### config.mk
export PLATFORM = sky130hd
export DESIGN_NAME = mem_port_arbiter
export DESIGN_NICKNAME = d
export VERILOG_FILES = /design/src/rtl/mem_port_arbiter.sv
export SDC_FILE = /design/constraint.sdc
export NUM_CORES = 1
export LEC_CHECK = 0
export BUFFER_PORTS_ARGS = -buffer_cell sky130_fd_sc_hd__buf_2
export CORE_UTILIZATION = 36
export CTS_CLUSTER_DIAMETER = 100
export DETAILED_ROUTE_END_ITERATION = 16
export GPL_TIMING_DRIVEN = 0
export HOLD_SLACK_MARGIN = 0.02
export PLACE_DENSITY = 0.73
export SYNTH_ARGS = -nofsm -noshare
export SYNTH_HDL_FRONTEND = slang
export SYNTH_SLANG_ARGS = --single-unit
### constraint.sdc
create_clock -name clk -period 4.87 [get_ports clk]
set_input_delay 0.2435 -clock clk [delete_from_list [all_inputs] [get_ports clk]]
set_output_delay 0.2435 -clock clk [all_outputs]
set_load 0.01 [all_outputs]
### src/rtl/mem_port_arbiter.sv
// mem_port_arbiter: shares the serial memory_interface between NCLIENTS
// requesters (fixed-priority or round-robin) and routes RX replies via a tag FIFO.
//
// Ports:
//   clk, reset (async, active low)
//   req_*               per-client command, payload, reply/reserve flags
//   grant               one-hot current TX owner
//   c_tx_* / c_rx_*     per-client copies of the memory-interface strobes
//   tx_command_valid, tx_command, tx_data   to memory_interface
//   tx_* / rx_* inputs  strobes from memory_interface
//   outstanding, full   reads awaiting a reply
//   rx_orphan           sticky: a reply arrived with no read outstanding
module mem_port_arbiter #(
  parameter int NCLIENTS        = 2,
  parameter int IO_BITS         = 2,
  parameter int CMD_BITS        = 3,
  parameter int MAX_OUTSTANDING = 7,
  parameter int RR_MODE         = 0,
  parameter int TAG_BITS        =
    (NCLIENTS > 1) ? $clog2(NCLIENTS) : 1
) (
  input  logic                         clk,
  input  logic                         reset,
  input  logic [NCLIENTS-1:0]          req_valid,
  input  logic [NCLIENTS*CMD_BITS-1:0] req_command,
  input  logic [NCLIENTS*IO_BITS-1:0]  req_data,
  input  logic [NCLIENTS-1:0]          req_reply_wanted,
  input  logic [NCLIENTS-1:0]          req_reserve,
  output logic [NCLIENTS-1:0]          grant,
  output logic [NCLIENTS-1:0]          c_tx_command_started,
  output logic [NCLIENTS-1:0]          c_tx_active,
  output logic [NCLIENTS-1:0]          c_tx_data_next,
  output logic [NCLIENTS-1:0]          c_tx_done,
  output logic [NCLIENTS-1:0]          c_rx_started,
  output logic [NCLIENTS-1:0]          c_rx_active,
  output logic [NCLIENTS-1:0]          c_rx_sbs_valid,
  output logic [NCLIENTS-1:0]          c_rx_data_valid,
  output logic [NCLIENTS-1:0]          c_rx_done,
  output logic                         tx_command_valid,
  output logic [CMD_BITS-1:0]          tx_command,
  output logic [IO_BITS-1:0]           tx_data,
  input  logic                         tx_command_started,
  input  logic                         tx_active,
  input  logic                         tx_data_next,
  input  logic                         tx_done,
  input  logic                         rx_started,
  input  logic                         rx_active,
  input  logic                         rx_sbs_valid,
  input  logic                         rx_data_valid,
  input  logic                         rx_done,
  output logic [$clog2(MAX_OUTSTANDING+1)-1:0] outstanding,
  output logic                         full,
  output logic                         rx_orphan
);

  localparam int PTR_BITS =
    (MAX_OUTSTANDING > 1) ? $clog2(MAX_OUTSTANDING) : 1;
  localparam int CNT_BITS = $clog2(MAX_OUTSTANDING + 1);
  localparam logic [PTR_BITS-1:0] PTR_LAST =
    PTR_BITS'(MAX_OUTSTANDING - 1);
  localparam logic [CNT_BITS-1:0] CNT_MAX =
    CNT_BITS'(MAX_OUTSTANDING);
  localparam logic [TAG_BITS-1:0] TAG_LAST =
    TAG_BITS'(NCLIENTS - 1);

  logic [TAG_BITS-1:0] owner_q;
  logic [TAG_BITS-1:0] rr_ptr;
  logic                reserved_q;
  logic [TAG_BITS-1:0] arb;
  logic [TAG_BITS-1:0] sel;
  logic                hold;
  logic [NCLIENTS-1:0] req_any;
  logic                sel_valid;
  logic                own_reserve;
  logic                own_reply;

  logic [TAG_BITS-1:0] fifo_q [MAX_OUTSTANDING];
  logic [PTR_BITS-1:0] head_q;
  logic [PTR_BITS-1:0] tail_q;
  logic [CNT_BITS-1:0] count_q;
  logic [TAG_BITS-1:0] head_tag;
  logic [NCLIENTS-1:0] rx_sel;
  logic                rx_ok;
  logic                push;
  logic                pop;
  logic [NCLIENTS-1:0] tx_gate;
  logic [NCLIENTS-1:0] rx_gate;

  function automatic logic [PTR_BITS-1:0] ptr_inc(
    input logic [PTR_BITS-1:0] p
  );
    return (p == PTR_LAST) ? '0 : p + 1'b1;
  endfunction

  assign req_any = req_valid | req_reserve;
  assign hold    = tx_active | reserved_q;
  assign sel     = hold ? owner_q : arb;

  // Later loop iterations overwrite earlier ones: in fixed mode the
  // highest index wins; in RR mode the scan runs backwards from
  // rr_ptr+N-1 so the last hit is the first requester at/after rr_ptr.
  always_comb begin
    arb = owner_q;
    if (RR_MODE == 0) begin
      for (int i = 0; i < NCLIENTS; i++) begin
        if (req_any[i]) arb = TAG_BITS'(i);
      end
    end else begin
      for (int k = NCLIENTS - 1; k >= 0; k--) begin
        int idx;
        idx = (int'(rr_ptr) + k) % NCLIENTS;
        if (req_any[idx]) arb = TAG_BITS'(idx);
      end
    end
  end

  assign head_tag = fifo_q[head_q];

  always_comb begin
    grant       = '0;
    rx_sel      = '0;
    tx_command  = '0;
    tx_data     = '0;
    sel_valid   = 1'b0;
    own_reserve = 1'b0;
    own_reply   = 1'b0;
    for (int i = 0; i < NCLIENTS; i++) begin
      grant[i]  = (sel == TAG_BITS'(i));
      rx_sel[i] = (head_tag == TAG_BITS'(i));
      if (sel == TAG_BITS'(i)) begin
        tx_command = req_command[i*CMD_BITS +: CMD_BITS];
        tx_data    = req_data[i*IO_BITS +: IO_BITS];
        sel_valid  = req_valid[i];
      end
      if (owner_q == TAG_BITS'(i)) begin
        own_reserve = req_reserve[i];
        own_reply   = req_reply_wanted[i];
      end
    end
  end

  assign outstanding      = count_q;
  assign full             = (count_q == CNT_MAX);
  assign rx_ok            = (count_q != '0);
  assign tx_command_valid = sel_valid & ~full;

  // Strobes are forced low while reset is held.
  assign tx_gate = grant & {NCLIENTS{reset}};
  assign rx_gate = rx_sel & {NCLIENTS{rx_ok & reset}};

  assign c_tx_command_started = {NCLIENTS{tx_command_started}} & tx_gate;
  assign c_tx_active          = {NCLIENTS{tx_active}} & tx_gate;
  assign c_tx_data_next       = {NCLIENTS{tx_data_next}} & tx_gate;
  assign c_tx_done            = {NCLIENTS{tx_done}} & tx_gate;
  assign c_rx_started         = {NCLIENTS{rx_started}} & rx_gate;
  assign c_rx_active          = {NCLIENTS{rx_active}} & rx_gate;
  assign c_rx_sbs_valid       = {NCLIENTS{rx_sbs_valid}} & rx_gate;
  assign c_rx_data_valid      = {NCLIENTS{rx_data_valid}} & rx_gate;
  assign c_rx_done            = {NCLIENTS{rx_done}} & rx_gate;

  assign push = tx_command_started & own_reply & ~full;
  assign pop  = rx_done & rx_ok;

  always_ff @(posedge clk or negedge reset) begin
    if (!reset) begin
      owner_q    <= '0;
      rr_ptr     <= '0;
      reserved_q <= 1'b0;
    end else begin
      if (!hold) owner_q <= arb;
      if (tx_done) begin
        reserved_q <= own_reserve;
      end else if (reserved_q && !tx_active && !own_reserve) begin
        reserved_q <= 1'b0;
      end
      if (tx_done && !own_reserve) begin
        rr_ptr <= (owner_q == TAG_LAST) ? '0 : owner_q + 1'b1;
      end
    end
  end

  always_ff @(posedge clk or negedge reset) begin
    if (!reset) begin
      head_q    <= '0;
      tail_q    <= '0;
      count_q   <= '0;
      rx_orphan <= 1'b0;
      for (int i = 0; i < MAX_OUTSTANDING; i++) fifo_q[i] <= '0;
    end else begin
      if (push) begin
        fifo_q[tail_q] <= owner_q;
        tail_q         <= ptr_inc(tail_q);
      end
      if (pop) head_q <= ptr_inc(head_q);
      case ({push, pop})
        2'b10:   count_q <= count_q + 1'b1;
        2'b01:   count_q <= count_q - 1'b1;
        default: count_q <= count_q;
      endcase
      if ((rx_started || rx_done) && !rx_ok) rx_orphan <= 1'b1;
    end
  end

endmodule

==> metrics <==
slowest library cell on the worst path=dlygate4sd3_1; setup_tns=0 ns; drt total wl=2.69 mm; count of cell types in the netlist=32; DR pass1 iterations=4; dpl cell area=0.00156 mm²; flop2flop setup slack=2.75 ns; setup bufs post-CTS=0; fillcell total=301; vias in the first global route=1,066; Hold Crit Class=in2reg; commonest non-fill, non-tap cell in the layout=buf_2; hold_ws=0.187 ns; Rel. slew slack=65.6%; final cell count without fillers=243; Synth Instances=137; Tmin final=2.15 ns; CP top delay family=buffers and inverters; Hold Buf Count CTS=1; placed insts=238; Final setup viols=0; initial antenna violation count=0; Total Power Consumption=0.821 mW; core outline area=0.00313 mm²; GRT overflow=0; FP Rows=20; syn_area_per_cell=8.90 µm²; Inserted Clock Buffers=3; power per standard cell area=514 mW/mm²; worst setup margin=2.72 ns; Critical Path Start Type=input port; global-route wire length before repair=4.39 mm; vias per inst=4.82; Die Span Y=60.2 µm; Initial Util=39.0%; final cycle utilization of the critical path=44.2%; final non-filler cell area=0.00160 mm²; DP HPWL=2.08 mm; Async SR Flop Fraction=100%; post-cts gate resize count=0; Ant. Diodes=0; GPL Wtd Cong=0.842; YS warnings=0; drt initial violations=55; GR Util All Layers=16.4%; Max FO, Critical Path=25; Fmax=464 MHz; vias=1,171; CTS H-tree depth=1; Die W=60.2 µm; cell mode on critical path=buf_2; Die Area=0.00363 mm²; Pleak=0.827 nW; Worst-Margin Slew=0.516 ns; Synth Register Bits=19; Max Cap Violations=0; Main synth FF type=dfrtp_1; EDFF count, synth=0; Arrival @ worst endpoint=1.91 ns; max incr delay on CP=0.52 ns; Seq/Total Area, Yosys=39.0%; CP Cell Sequence=dlygate4sd3_1 > buf_2 > nor2b_1 > nand2_1 > nor2_1 > buf_2; largest net degree at the start of global routing=26; remaining antenna violation count=0; post-synthesis net count=166; Avg WL per Cell=11.1 µm; drc violations=0; synthesized area=0.00122 mm²; pre-CTS WS=2.78 ns; CTS root buffer=clkbuf_4; Buf/Inv on CP=3; Clock transition at path regs=0.10 ns; Core Util, Final=51.0%; Layout Nets=229; I/O Buffers=57; Worst VDD drop=171 µV; CP endpoint kind=primary output; Required @ worst endpoint=4.63 ns; Setup CP Type=in2out; CTS tree=built; commonest cells after routing, fill and taps aside=buf_2 (59), nor2_1 (22), dfrtp_1 (19); clk buf depth=2; Worst-Skew Late Latency=0.30 ns; RSZ-0062 raised after global routing=false; status=complete, no violations; Worst Skew=0.00350 ns; Fin. Hold Viols=0; count of pins over their slew limit=0; Ports=58; synth-to-layout area growth=30.9%; layout cells sized above 1=37.7%; clk sink count=19
## where the power goes
group	total (mW)	internal, mW	switching [mW]
Clock	0.0807	0.0320	0.0488
Combinational	0.445	0.208	0.237
Sequential	0.296	0.230	0.0661
Total	0.821	0.469	0.352
## sequential cells by signal, indices dropped and copies added (netlist names)
| name | count |
|---|---|
| rx_orphan | 1 |
| head_q | 3 |
| tail_q | 3 |
| owner_q | 1 |
| reserved_q | 1 |
| outstanding | 3 |
| fifo_q | 7 |
## final timing paths
path,start,depth (start not counted),end
hold reg to reg,rx_orphan,1,rx_orphan
min in group asynchronous,reset,2,outstanding[2]
setup / recovery,reset,6,c_rx_active[1]
max in group asynchronous,reset,2,rx_orphan
setup reg to reg,owner_q,8,outstanding[2]
hold / removal,rx_started,3,rx_orphan
## kinds of logic (layout without fill, tap and decap cells)
| family | after synthesis | count (layout) | synth area share, % |
|---|---|---|---|
| AO/OA/AOI/OAI | 18 | 18 | 8.51 |
| multiplexers | 19 | 19 | 17.3 |
| AND/OR/NAND/NOR | 65 | 65 | 25.8 |
| buffers and inverters | 11 | 73 | 4.51 |
| XOR/XNOR | 3 | 3 | 2.15 |
| flip-flops | 19 | 19 | 39.0 |
| adder cells (fa/ha/maj) | 2 | 2 | 2.67 |
## layer usage
layer  up-vias  GRT usage (%)  wire [µm]
li1        596              -          -
met1       531           18.4       1160
met2        38           29.2       1330
met3         6           2.81        138
met4         0           8.64         62
met5         -              0          0
## synth_stat cells, drive strengths merged, types with 2 or more instances
| cell type | number | area (µm²) |
|---|---|---|
| nand3b | 3 | 22.5 |
| mux2i | 5 | 50.1 |
| dfrtp | 19 | 475 |
| nand3 | 6 | 30.0 |
| a21oi | 3 | 15.0 |
| nand2b | 2 | 12.5 |
| clkbuf | 2 | 7.51 |
| and3 | 4 | 25.0 |
| nand4 | 4 | 31.3 |
| buf | 4 | 28.8 |
| nor2 | 22 | 82.6 |
| mux2 | 14 | 161 |
| o21ai | 10 | 50.1 |
| nor2b | 6 | 37.5 |
| nor3 | 2 | 10.0 |
| nand2 | 15 | 56.3 |
| inv | 5 | 18.8 |
| xor2 | 2 | 17.5 |
## final cells by class
cell class | count | area, µm² | area share [%]
Buffer | 6 | 36.3 | 2.27
Timing Repair Buffer | 58 | 295 | 18.5
Tap cell | 44 | 55.1 | 3.45
Clock buffer | 4 | 26.3 | 1.65
Sequential cell | 19 | 475 | 29.8
Inverter | 5 | 18.8 | 1.18
Multi-Input combinational cell | 107 | 689 | 43.2
## worst reg2reg max path, stage by stage, from the launching register on
cell and delay [ns]:
dfrtp_1 0.46, mux2_1 0.37, nand3b_1 0.18, ha_1 0.21, inv_1 0.06, fa_1 0.37, xor2_1 0.15, nor2_1 0.11
xor2_1 0.15
(Power assumes the default switching activity.)
